<file path="src/rtl/timer_irq_unit.sv">
// Machine-level interrupt source: 64-bit mtime/mtimecmp timer, software bit and
// synchronised edge-latched external line, behind a 32-byte load/store window.
module timer_irq_unit #(
  parameter logic [31:0] BASE_ADDR = 32'hFFFF_0000,
  parameter int unsigned PRESCALE  = 1
) (
  input  logic        clk,
  input  logic        rst,
  input  logic        ext_irq,
  input  logic [31:0] bus_addr,
  input  logic [31:0] bus_wdata,
  input  logic        bus_we,
  input  logic        bus_re,
  output logic [31:0] bus_rdata,
  output logic        bus_hit,
  output logic        interrupt,
  output logic [4:0]  irq_code
);

  localparam logic [15:0] PSC_LAST       = 16'(PRESCALE - 1);
  localparam logic [2:0]  OFF_MSIP       = 3'd0;
  localparam logic [2:0]  OFF_EXT_PEND   = 3'd1;
  localparam logic [2:0]  OFF_IRQ_EN     = 3'd2;
  localparam logic [2:0]  OFF_MTIME_LO   = 3'd4;
  localparam logic [2:0]  OFF_MTIME_HI   = 3'd5;
  localparam logic [2:0]  OFF_MTIMECMP_LO = 3'd6;
  localparam logic [2:0]  OFF_MTIMECMP_HI = 3'd7;

  logic [63:0] mtime_q, mtime_d;
  logic [63:0] mtimeCmp_q, mtimeCmp_d;
  logic [31:0] mtimeHiShadow_q, mtimeHiShadow_d;
  logic [15:0] psc_q, psc_d;
  logic        msip_q, msip_d;
  logic        extPend_q, extPend_d;
  logic [2:0]  irqEn_q, irqEn_d;
  logic        s1_q, s2_q, s3_q;
  logic        interrupt_q, interrupt_d;
  logic [4:0]  irqCode_q, irqCode_d;

  logic [2:0]  offset;
  logic        wrEn, rdEn, pscWrap, extRise, extClear;
  logic [2:0]  active;
  logic        unusedAddrBits;

  assign offset         = bus_addr[4:2];
  assign bus_hit        = (bus_addr[31:5] == BASE_ADDR[31:5]);
  assign wrEn           = bus_we & bus_hit;
  assign rdEn           = bus_re & bus_hit;
  assign unusedAddrBits = ^bus_addr[1:0];
  assign pscWrap        = (psc_q == PSC_LAST);
  assign extRise        = s2_q & ~s3_q;
  assign active         = {extPend_q, (mtime_q >= mtimeCmp_q), msip_q} & irqEn_q;

  always_comb begin
    bus_rdata = '0;
    if (rdEn) begin
      case (offset)
        OFF_MSIP:        bus_rdata = {31'd0, msip_q};
        OFF_EXT_PEND:    bus_rdata = {31'd0, extPend_q};
        OFF_IRQ_EN:      bus_rdata = {29'd0, irqEn_q};
        OFF_MTIME_LO:    bus_rdata = mtime_q[31:0];
        // The high half always comes from the shadow so a lo/hi pair is coherent.
        OFF_MTIME_HI:    bus_rdata = mtimeHiShadow_q;
        OFF_MTIMECMP_LO: bus_rdata = mtimeCmp_q[31:0];
        OFF_MTIMECMP_HI: bus_rdata = mtimeCmp_q[63:32];
        default:         bus_rdata = '0;
      endcase
    end
  end

  always_comb begin
    psc_d           = pscWrap ? 16'd0 : psc_q + 16'd1;
    mtime_d         = mtime_q + {63'd0, pscWrap};
    mtimeCmp_d      = mtimeCmp_q;
    mtimeHiShadow_d = mtimeHiShadow_q;
    msip_d          = msip_q;
    irqEn_d         = irqEn_q;
    extClear        = 1'b0;
    if (wrEn) begin
      case (offset)
        OFF_MSIP:        msip_d = bus_wdata[0];
        OFF_EXT_PEND:    extClear = bus_wdata[0];
        OFF_IRQ_EN:      irqEn_d = bus_wdata[2:0];
        OFF_MTIME_LO:    mtime_d = {mtime_q[63:32], bus_wdata};
        OFF_MTIME_HI:    mtime_d = {bus_wdata, mtime_q[31:0]};
        OFF_MTIMECMP_LO: mtimeCmp_d = {mtimeCmp_q[63:32], bus_wdata};
        OFF_MTIMECMP_HI: mtimeCmp_d = {bus_wdata, mtimeCmp_q[31:0]};
        default:         extClear = 1'b0;
      endcase
    end
    if (rdEn && offset == OFF_MTIME_LO) begin
      mtimeHiShadow_d = mtime_q[63:32];
    end
    // A freshly detected edge beats a simultaneous write-one-to-clear.
    extPend_d   = extRise | (extPend_q & ~extClear);
    interrupt_d = |active;
    if (active[2])      irqCode_d = 5'd11;
    else if (active[0]) irqCode_d = 5'd3;
    else if (active[1]) irqCode_d = 5'd7;
    else                irqCode_d = 5'd0;
  end

  always_ff @(posedge clk) begin
    if (rst) begin
      mtime_q         <= '0;
      mtimeCmp_q      <= '1;
      mtimeHiShadow_q <= '0;
      psc_q           <= '0;
      msip_q          <= 1'b0;
      extPend_q       <= 1'b0;
      irqEn_q         <= '0;
      s1_q            <= 1'b0;
      s2_q            <= 1'b0;
      s3_q            <= 1'b0;
      interrupt_q     <= 1'b0;
      irqCode_q       <= '0;
    end else begin
      mtime_q         <= mtime_d;
      mtimeCmp_q      <= mtimeCmp_d;
      mtimeHiShadow_q <= mtimeHiShadow_d;
      psc_q           <= psc_d;
      msip_q          <= msip_d;
      extPend_q       <= extPend_d;
      irqEn_q         <= irqEn_d;
      s1_q            <= ext_irq;
      s2_q            <= s1_q;
      s3_q            <= s2_q;
      interrupt_q     <= interrupt_d;
      irqCode_q       <= irqCode_d;
    end
  end

  assign interrupt = interrupt_q;
  assign irq_code  = irqCode_q;

endmodule

</file>
<file path="config.mk">
export PLATFORM = sky130hd
export DESIGN_NAME = timer_irq_unit
export DESIGN_NICKNAME = d
export VERILOG_FILES = /design/src/rtl/timer_irq_unit.sv
export SDC_FILE = /design/constraint.sdc
export NUM_CORES = 1
export LEC_CHECK = 0
export CORE_MARGIN = 4
export CORE_UTILIZATION = 62
export DETAILED_ROUTE_END_ITERATION = 7
export HOLD_SLACK_MARGIN = 0.03
export PLACE_DENSITY = 0.87
export RECOVER_POWER = 25
export SLEW_MARGIN = 10
export SYNTH_ARGS = -nofsm -noshare
export SYNTH_HDL_FRONTEND = slang
export SYNTH_SLANG_ARGS = --single-unit
</file>
<file path="constraint.sdc">
create_clock -name clk -period 5.7 [get_ports clk]
set_clock_uncertainty 0.15 [all_clocks]
set_input_delay 1.425 -clock clk [delete_from_list [all_inputs] [get_ports clk]]
set_output_delay 1.425 -clock clk [all_outputs]
set_load 0.01 [all_outputs]
</file>
==> out/results.txt <==
outcome = complete, but fails checks
failing checks = capacitance limit, slew limit
quantity of I/O buffers inserted on ports = 104
CP endpoint kind = primary output
Worst path slowest cell = clkdlybuf4s50_1
Netlist cell types = 68
max cap viols = 1
PD cells = 221 nW/um2
GP Congestion = 0.972
worst slew pin tran = 2.94 ns
H-tree Lvls = 4
Sequential Power Share = 0.474
Routed WL = 34.2 mm
Post-Synth Adder-Cell Area = 0.0790
largest family of logic cells by synthesized area = compound AO/OA/AOI/OAI gates
Root Buffer = clkbuf_16
DR vias = 11,326
cell mode on critical path = clkdlybuf4s50_1
max incr delay on CP = 0.57 ns
Area Overhead vs Synth = 16.3%
global-route usage over all layers = 0.339
dpl hpwl = 23.1 mm
Mapped Nets = 1,534
Post-synth EDFFs = 0
Gate power share = 0.055
Worst Path Required = 4.12 ns
headroom to the max-slew limit = -0.962
Initial DRT Pass Iterations = 6
unrepaired setup endpoints after global routing = no
vias in the first global route = 10,700
Net count, final = 1,587
layout cells sized above 1 = 0.0588
Int Pwr = 2140 uW
remaining antenna violation count = 0
async set or reset register ratio after synthesis = 0
fin. max-slew vios = 58
Antenna Cells = 0
die area = 19,500 um2
Synth Register Bits = 187
top-count cell post-synth = nand2_1
Synth area leader = dfxtp_1
chip height = 140 um
DR vias/cell = 6.73
CTS tree = yes
# hold bufs at CTS = 0
largest net degree at the start of global routing = 60
initial antenna violation count = 0
Synth Area in Simple Gates = 0.229
Avg Cell Area, Syn = 7.71 um2
Starting Density = 0.640
Warnings, synthesis = 0
dpl ws = 0.0979 ns
area of the core = 16,800 um2
arrival time worst endpoint = 4.05 ns
Clock power frac = 0.472
Final min period = 5.63 ns
f_max = 178 MHz
CP Launch Type = input port
endpoints failing setup = 0
Max Fanout on Critical Path = 18
synth cell count leaders = 208 x nand2_1, 187 x dfxtp_1, 148 x a21oi_1, 95 x nor2_1, 78 x inv_1
cell area after synthesis = 10,800 um2
VDD IR max = 0.230 mV
Switching Fraction = 0.228
Hold/Removal Path Class = reg -> reg
DRT iter0 DRCs = 1,298
CP Class = in -> out
sequential-to-total area share from yosys stat = 0.348
Synth area leaders = dfxtp_1 35%, ha_1 7.9%, nand2_1 7.2%, a21oi_1 6.9%, o211ai_1 4.5%
final setup TNS = 0 ns
post-synthesis mux area share = 0.0139
DR DRC count = 0
placed insts = 1,651
first-pass GRT wire length = 54.8 mm
clk_lat worst skew = 0.44 ns
Clock Sinks = 187
Post-Layout Cell Count = 1,683
Routed WL per cell = 20.3 um
Hold Vio Cnt, Final = 0
Clk pin slew, worst setup/hold paths = 0.07 ns
IO Pins = 108
maximum buffer depth of the clock tree = 2
Tot Pwr = 2770 uW
gr ovfl total = 0
compound-gate portion of the synthesized area = 0.248
prevailing post-synth register cell = dfxtp_1
XOR/XNOR Fraction of Synth Area = 0.0146
fin crit share = 0.987
final core occ = 0.745
crit-path cells = clkdlybuf4s50_1, nor2b_1, nor2b_2, buf_4, a22oi_1, a21oi_1, clkdlybuf4s50_1
total CTS buffers = 17
row cnt = 47
LEAKAGE = 0.00496 uW
area share of the largest cell type after synthesis = 0.348
Die Wd = 140 um
Post-Syn Instances = 1,397
Sw Pwr = 632 uW
setup ws final = 0.0720 ns
state kept, by name, summed over array words and instances, names as in the netlist:
register         flops
extPend_q            1
s3_q                 1
s2_q                 1
psc_q               16
irqEn_q              3
s1_q                 1
mtimeCmp_q          64
mtime_q             64
irq_code             3
mtimeHiShadow_q     32
msip_q               1
kinds of logic after synthesis:
logic type | after synthesis
AO/OA/AOI/OAI | 421
XOR/XNOR | 18
adder cells (fa/ha/maj) | 68
buffers and inverters | 177
flip-flops | 187
multiplexers | 12
other | 1
AND/OR/NAND/NOR | 513
worst max-delay path: cells and delay by family:
kind	cells	cell delay, ns
buffers and inverters	3	1.42
AO/OA/AOI/OAI	2	0.35
AND/OR/NAND/NOR	2	0.84
what timing repair did:
| action | CTS | global route |
|---|---|---|
| endpoints found under the hold margin | 0 | 0 |
| setup endpoints to repair | 0 | 4 |
| gates resized for setup | 0 | 1 |
| buffers inserted | 0 | 0 |
worst paths after layout:
kind	start	endpoint	slack, ns	cells after the start
setup / recovery	bus_addr[3]	bus_rdata[29]	0.07	7
hold / removal	s1_q	s2_q	0.30	1
setup reg to reg	psc_q[0]	mtime_q[50]	1.38	13
hold reg to reg	s1_q	s2_q	0.30	1
metal layers:
layer | GRT usage | up-vias | share of wire
li1 | - | 5176 | -
met1 | 0.449 | 5249 | 0.40
met2 | 0.537 | 765 | 0.45
met3 | 0.0748 | 136 | 0.11
met4 | 0.142 | 0 | 0.040
met5 | 0 | - | 0
power by group through the flow:
stage / Sequential (uW) / Clock, uW / Combinational [uW]
floorplan: 1340 / 0 / 58.1
global route: 1310 / 1350 / 158
global placement: 1340 / 0 / 145
CTS: 1310 / 1300 / 148
finish: 1310 / 1310 / 151
detailed placement: 1340 / 0 / 147
placed cells by master, fill, tap and decap left out, types with 4 or more instances in the layout:
| cell | instances |
|---|---|
| nand2_1 | 208 |
| dfxtp_1 | 187 |
| a21oi_1 | 148 |
| clkdlybuf4s50_1 | 98 |
| nor2_1 | 95 |
| inv_1 | 77 |
| ha_1 | 68 |
| o211ai_1 | 64 |
| a22oi_1 | 59 |
| nor3_1 | 37 |
| nand3_1 | 37 |
| nand4_1 | 36 |
| o21ai_0 | 34 |
| o21ai_1 | 26 |
| buf_4 | 24 |
| and3_1 | 18 |
| a31oi_1 | 18 |
| nor4_1 | 17 |
| clkbuf_16 | 17 |
| a21o_1 | 12 |
| xor2_1 | 11 |
| and2_1 | 9 |
| a32oi_1 | 9 |
| a211oi_1 | 8 |
| or3_1 | 8 |
| and4_1 | 7 |
| or4_1 | 7 |
| nor2b_1 | 7 |
| xnor2_1 | 7 |
| mux2i_1 | 6 |
| o22ai_1 | 6 |
| o221ai_1 | 5 |
| dlygate4sd3_1 | 5 |
| mux2_2 | 4 |
| nand2b_1 | 4 |
| a311oi_1 | 4 |
| clkinvlp_4 | 4 |
| bufinv_16 | 4 |
cell type report:
cell class | count | area [um2]
Clock buffer | 19 | 453
Clock inverter | 13 | 190
Fill cell | 1277 | 4290
Inverter | 78 | 293
Multi-Input combinational cell | 1033 | 6300
Sequential cell | 187 | 3740
Tap cell | 220 | 275
Timing Repair Buffer | 133 | 1270
per-stage QoR:
step / area [um2] / hold slack, ns
2_1_floorplan: 10800 / 0.264
3_3_place_gp: 11900 / 0.267
3_5_place_dp: 11900 / 0.282
4_1_cts: 12500 / 0.301
5_1_grt: 12500 / 0.315
6_report: 12500 / 0.296
Power figures use the tool's default switching activity.
